$ cat src/rtl/user_module_capture_sequencer.sv
// rtl/user_module_capture_sequencer.sv - trigger-armed nibble capture and looped replay on the 8-bit tile I/O.
// Optional SEQ_AUTOREARM_EN: return to ARMED after one full replay pass.
module user_module_capture_sequencer #(
  parameter int DIV   = 4,
  parameter int DEPTH = 4
) (
  input  logic [7:0] io_in,
  output logic [7:0] io_out
);

  localparam logic [3:0] CNT_LAST = 4'(DIV - 1);
  localparam logic [1:0] IDX_LAST = 2'(DEPTH - 1);

  typedef enum logic [1:0] {IDLE, ARMED, CAPTURE, PLAY} state_t;

  logic       clk, rst, arm, trig;
  logic [3:0] din;
  assign clk  = io_in[0];
  assign rst  = io_in[1];
  assign arm  = io_in[2];
  assign trig = io_in[3];
  assign din  = io_in[7:4];

  state_t     state, state_n;
  logic [3:0] cnt;
  logic [1:0] wr, rd;
  // Sized for the largest legal DEPTH; only DEPTH entries are ever addressed.
  logic [3:0] data_buf [4];

  logic step, abort;
  assign step  = (cnt == CNT_LAST);
  assign abort = arm && trig;

  always_ff @(posedge clk or posedge rst) begin
    if (rst) state <= IDLE;
    else     state <= state_n;
  end

  always_comb begin
    state_n = state;
    case (state)
      IDLE:    if (arm) state_n = ARMED;
      ARMED:   if (trig) state_n = CAPTURE;
      CAPTURE: begin
        if (abort)                        state_n = IDLE;
        else if (step && wr == IDX_LAST)  state_n = PLAY;
      end
      PLAY: begin
        if (arm) state_n = ARMED;
`ifdef SEQ_AUTOREARM_EN
        else if (step && rd == IDX_LAST) state_n = ARMED;
`endif
      end
      default: state_n = IDLE;
    endcase
  end

  always_ff @(posedge clk or posedge rst) begin
    if (rst) begin
      cnt <= '0;
      wr  <= '0;
      rd  <= '0;
      for (int i = 0; i < 4; i++) data_buf[i] <= '0;
    end else begin
      case (state)
        ARMED: if (trig) begin
          data_buf[0] <= din;
          wr          <= 2'd1;
          cnt         <= '0;
        end
        CAPTURE: begin
          if (abort) begin
            cnt <= '0;
            wr  <= '0;
          end else if (step) begin
            data_buf[wr] <= din;
            wr           <= wr + 2'd1;
            cnt          <= '0;
            if (wr == IDX_LAST) rd <= '0;
          end else begin
            cnt <= cnt + 4'd1;
          end
        end
        PLAY: begin
          if (arm) begin
            cnt <= '0;
          end else if (step) begin
            rd  <= (rd == IDX_LAST) ? 2'd0 : rd + 2'd1;
            cnt <= '0;
          end else begin
            cnt <= cnt + 4'd1;
          end
        end
        default: ;
      endcase
    end
  end

  always_comb begin
    io_out    = 8'h00;
    io_out[0] = (state == ARMED) || (state == CAPTURE);
    io_out[1] = (state == PLAY);
    if (state == CAPTURE) io_out[3:2] = wr;
    if (state == PLAY) begin
      io_out[3:2] = rd;
      io_out[7:4] = data_buf[rd];
    end
  end

endmodule

$ cat config.mk
export PLATFORM = sky130hd
export DESIGN_NAME = user_module_capture_sequencer
export DESIGN_NICKNAME = d
export VERILOG_FILES = /design/src/rtl/user_module_capture_sequencer.sv
export SDC_FILE = /design/constraint.sdc
export NUM_CORES = 1
export LEC_CHECK = 0
export CELL_PAD_IN_SITES_DETAIL_PLACEMENT = 1
export CELL_PAD_IN_SITES_GLOBAL_PLACEMENT = 1
export CORE_ASPECT_RATIO = 1.5
export CORE_MARGIN = 5
export CORE_UTILIZATION = 42
export CTS_CLUSTER_SIZE = 14
export DETAILED_ROUTE_END_ITERATION = 6
export GPL_TIMING_DRIVEN = 0
export HOLD_SLACK_MARGIN = 0.03
export MAX_ROUTING_LAYER = met4
export PLACE_DENSITY = 0.79
export SLEW_MARGIN = 25
export SYNTH_ARGS = -nofsm -noshare
export SYNTH_HDL_FRONTEND = slang
export SYNTH_SLANG_ARGS = --single-unit
$ cat constraint.sdc
create_clock -name io_in -period 4.6 [get_ports io_in]
set_input_delay 1.15 -clock io_in [delete_from_list [all_inputs] [get_ports io_in]]
set_output_delay 1.15 -clock io_in [all_outputs]
set_load 0.01 [all_outputs]
==> results of run 1 <==
[cells by family after synthesis]
kind of cell,share of synthesized area [%]
AND/OR/NAND/NOR,15.1
flip-flops,41.9
AO/OA/AOI/OAI,11.0
multiplexers,20.7
buffers and inverters,3.22
adder cells (fa/ha/maj),8.06
[Yosys cell counts (all sizes together) (2+ instances only)]
cell type and instances:
a21boi 2, a21oi 2, and2 4, buf 3, dfrtp 26, ha 10
inv 6, mux2 17, mux4 4, nand2 18, nand2b 3, nand3 5
nor2 3, o211ai 3, o21a 2, o21ai 8
[through the flow]
stage / cell area (um^2) / utilization [%]
2_1_floorplan: 1550 / -
3_3_place_gp: 1690 / 46.7
3_5_place_dp: 1690 / 46.7
==> parameters.txt, run 1 <==
Parameter                              Value

Synthesis
  Library cells used by synthesis    40
  Netlist area before placement    1550 um^2
  Share of flip-flops with an asynchronous set or reset after synthesis    100%
  Synth Area per Inst    11.7 um^2
  Post-synthesis register bit count    26
  Main area contributors after synthesis    sky130_fd_sc_hd__dfrtp_1 (42%), sky130_fd_sc_hd__ha_1 (8.1%), sky130_fd_sc_hd__mux2_4 (7.7%)
  Area fraction of the dominant cell type after synthesis    41.9%
  Synth Instances    133
  Post-synth top flop    sky130_fd_sc_hd__dfrtp_1
  Number of enable-type register cells in the synthesized netlist    0
  Number of warnings reported in the yosys synthesis log    0
  Share of the yosys chip area belonging to registers    41.9%
  Biggest area consumer among synthesized cells    sky130_fd_sc_hd__dfrtp_1
  Number of nets produced by synthesis    151

Placement
  Post-detailed-placement half-perimeter wirelength    2.68 mm
  I/O Buffers    8
  Placed instance count    184
  Final GP Congestion    0.777
  Dpl ws    1.40 ns

Outcome
  Last stage the flow got to    clock tree synthesis
  Run status    stopped before the end
  Error    [ERROR DPL-0033] detailed placement checks failed during check placement.

Floorplan
  Std-Cell Rows    27
  Overall die height    between 80 and 90 um
  Die outline width    59.6 um
  Initial core utilization    a little over two fifths
  Number of top-level pins    16

Clock tree
  Post-CTS repair timing setup buffer count    0
  Number of hold buffers added after cts    0
  Post-CTS Resized    0
==> inputs of run 2 (changes only) <==
==> config.mk (replaced) <==
export PLATFORM = sky130hd
export DESIGN_NAME = user_module_capture_sequencer
export DESIGN_NICKNAME = d
export VERILOG_FILES = /design/src/rtl/user_module_capture_sequencer.sv
export SDC_FILE = /design/constraint.sdc
export NUM_CORES = 1
export LEC_CHECK = 0
export CORE_MARGIN = 5
export CORE_UTILIZATION = 27
export DETAILED_ROUTE_END_ITERATION = 6
export GPL_TIMING_DRIVEN = 0
export PLACE_DENSITY_LB_ADDON = 0.15
export SLEW_MARGIN = 25
export SYNTH_ARGS = -nofsm -noshare
export SYNTH_HDL_FRONTEND = slang
export SYNTH_SLANG_ARGS = --single-unit
==> run 2 against run 1 <==
Against the previous run: the flow now finishes, with violations (design-rule violations); synthesized cell count unchanged; area after synthesis did not move.
==> parameters.txt, run 2 <==
Parameter                              Value

Outcome
  Run status    complete, but fails checks
  Failing checks    design-rule violations

Pwr
  NetSw    around 1100 uW
  Worst supply voltage drop on vdd    0.582 mV
  Power density cells    1100 nW/um^2
  Internal power    between 2000 and 2500 uW
  Static leakage    0.00162 uW
  Clock network fraction of total power    roughly 93%
  Fraction of power consumed by combinational cells    0%
  Sequential group share of total power    7.4%
  Sw Share    31.9%

Routing
  Overall routed net length    6.09 mm
  Drt drc    13
  Number of vias after detailed routing    roughly 1700
  Antenna Nets Post-Route    0
  DRC marker count from the first detailed-route iteration    about 270
  First-pass iteration count of the detailed router    7
  Via density per instance    slightly above 5
  Per-cell routed wire length    17.9 um

Worst hold path
  Hold crit path type    clock port to flip-flop
  Instance count along the most critical hold path    3

Worst setup path
  Cell count of the worst reg-to-reg path    12
  Highest fanout seen on the critical path    4
  CP required    4.78 ns
  Crit path capture type    flip-flop
  Critical path launch point type    clock port
  Worst Setup Path Type    clock port to flip-flop
  Signal arrival time at the worst endpoint    about 4.0 ns

Finish
  Fill cell total of the finished layout    482
  Layout cell share with drive strength beyond 1    41.8%
  Final core utilization    a little under three fifths
  Leading cell type in the layout, fill and taps excluded    sky130_fd_sc_hd__clkbuf_8
  Reg with most FFs    data_buf
  Area Overhead vs Synth    101%
  Area of the multi-input gates    approximately 850 um^2
  Flip-flop and latch area    roughly 650 um^2
  Largest registers    data_buf: 16 flops, cnt: 4 flops
  Final layout net count    267
  Commonest non-fill, non-tap cells in the layout    sky130_fd_sc_hd__clkbuf_8 (81), sky130_fd_sc_hd__inv_1 (32), sky130_fd_sc_hd__dfrtp_1 (26)
  N_diodes    0
  Flip-flop count of the largest register, all copies and words added    16

Placement
  Post-detailed-placement half-perimeter wirelength    2.59 mm (-3.4%)
  Final GP Congestion    0.863 (+11%)
  Dpl ws    1.40 ns (-0.000740 ns)
  I/O Buffers    8 (unchanged)

STA
  Least-Margin Pin Slew    0.530 ns
  Post-Route Setup TNS    0 ns
  Setup repair after global routing missed its margin    false
  Worst setup skew after layout    0.00609 ns
  Final WS setup    0.756 ns
  Relative slew slack    64.7%
  Final setup violation count    0
  Count of final hold-check violations    0
  Total count of max-transition violations in the final report    0

Synthesis
  Library cells used by synthesis    40 (unchanged)
  Number of enable-type register cells in the synthesized netlist    0 (unchanged)
  Number of nets produced by synthesis    151 (unchanged)
  Post-synthesis register bit count    26 (unchanged)
  Main area contributors after synthesis    sky130_fd_sc_hd__dfrtp_1 (42%), sky130_fd_sc_hd__ha_1 (8.1%), sky130_fd_sc_hd__mux2_4 (7.7%)
  Area fraction of the dominant cell type after synthesis    41.9% (unchanged)
  Biggest area consumer among synthesized cells    sky130_fd_sc_hd__dfrtp_1
  Share of the yosys chip area belonging to registers    41.9% (unchanged)
  Most used standard cell by instance count after synthesis    sky130_fd_sc_hd__dfrtp_1
  Synth Instances    133 (unchanged)
  Post-synth top flop    sky130_fd_sc_hd__dfrtp_1
  Synth Area per Inst    11.7 um^2 (unchanged)
  Share of flip-flops with an asynchronous set or reset after synthesis    100% (unchanged)
  Number of warnings reported in the yosys synthesis log    0 (unchanged)
  Top cells by count, synth    sky130_fd_sc_hd__dfrtp_1 (26), sky130_fd_sc_hd__nand2_1 (16), sky130_fd_sc_hd__ha_1 (10)
  Netlist area before placement    1550 um^2 (unchanged)

Global route
  Initial antenna violation count    0
  Global route overflow    0
  Via count of the first global-routing pass    2858
  Global router's overall resource usage    a little over a fifth
  Largest net degree at the start of global routing    16
  Wire length of the first global-routing pass    roughly 12 mm

Floorplan
  Overall die height    85.8 um (+1.6%)
  Die Area    around 7400 um^2
  Number of top-level pins    16 (unchanged)
  Std-Cell Rows    27 (unchanged)
  Initial core utilization    28.0% (-15 points)
  Die outline width    85.8 um (+44%)
  Floorplan Core Area    5540 um^2

Clock tree
  Skew-Pair Late Insertion Delay    around 0.28 ns
  Clock transition time at the flip-flop clock pins of the worst setup and hold paths    around 0.10 ns
  Post-CTS repair timing setup buffer count    0 (unchanged)
  Clock tree from TritonCTS    yes
  Post-CTS Resized    0 (unchanged)
  Number of hold buffers added after cts    0 (unchanged)

Run
  Max capacitance violation total    0
==> run 2: worst max-delay path, stage by stage <==
cell                       delay (ns)
sky130_fd_sc_hd__clkbuf_8        0.12
sky130_fd_sc_hd__clkbuf_8        0.13
sky130_fd_sc_hd__a21bo_2         0.21
sky130_fd_sc_hd__clkbuf_8        0.14
sky130_fd_sc_hd__clkbuf_8        0.15
sky130_fd_sc_hd__nor2_8          0.10
sky130_fd_sc_hd__clkbuf_8        0.13
sky130_fd_sc_hd__clkbuf_8        0.14
sky130_fd_sc_hd__nand2_4         0.05
sky130_fd_sc_hd__clkbuf_8        0.15
sky130_fd_sc_hd__clkbuf_8        0.13
sky130_fd_sc_hd__mux2_4          0.29
==> run 2: cells by family after synthesis <==
kind of cell | Yosys count | synth area share [%]
buffers and inverters | 10 | 3.22
adder cells (fa/ha/maj) | 10 | 8.06
flip-flops | 26 | 41.9
AO/OA/AOI/OAI | 25 | 11.0
multiplexers | 22 | 20.7
AND/OR/NAND/NOR | 40 | 15.1
==> run 2: cell type report <==
cell class	instances	share of cell area [%]
Buffer	4	0.884
Clock buffer	92	37.1
Clock inverter	36	7.67
Inverter	5	0.602
Multi-Input combinational cell	97	27.3
Sequential cell	26	20.9
Tap cell	72	2.89
Timing Repair Buffer	8	2.57
==> run 2: metrics by stage <==
stage | cells | cell area, um^2 | power, uW | hold WS [ns]
2_1_floorplan | 133 | 1550 | 829 | 0.132
3_3_place_gp | 213 | 1720 | 829 | 0.132
3_5_place_dp | 213 | 1720 | 829 | 0.132
4_1_cts | 340 | 3120 | 3510 | 0.0790
5_1_grt | 340 | 3120 | 3780 | 0.0670
6_report | 340 | 3120 | 3420 | 0.0713
==> run 2: per-layer routing <==
layer  GRT usage, %  wire (um)  share of wire, %
met5           6.99          0                 0
met4           33.4        278               4.6
met3           25.2        842                14
met2           19.0       2730                45
met1           16.0       2240                37
==> run 2: final timing paths <==
kind	slack, ns	end	start
max	0.76	data_buf[11]	io_in[2]
min	0.07	data_buf[3]	io_in[7]
max reg2reg	2.26	data_buf[11]	state[0]
max in group asynchronous	2.43	cnt[1]	io_in[1]
min in group asynchronous	2.04	data_buf[4]	io_in[1]
min reg2reg	0.50	data_buf[13]	data_buf[13]
==> run 2: power by group through the flow <==
| stage | logic, uW | registers [uW] | clock network (uW) |
|---|---|---|---|
| 2_1_floorplan | 0.000178 | 260 | 569 |
| 3_5_place_dp | 0.000206 | 260 | 569 |
| 6_report | 0.000206 | 252 | 3160 |
| 3_3_place_gp | 0.000206 | 260 | 569 |
| 4_1_cts | 0.000206 | 252 | 3260 |
| 5_1_grt | 0.000206 | 252 | 3520 |
(Power assumes the default switching activity.)
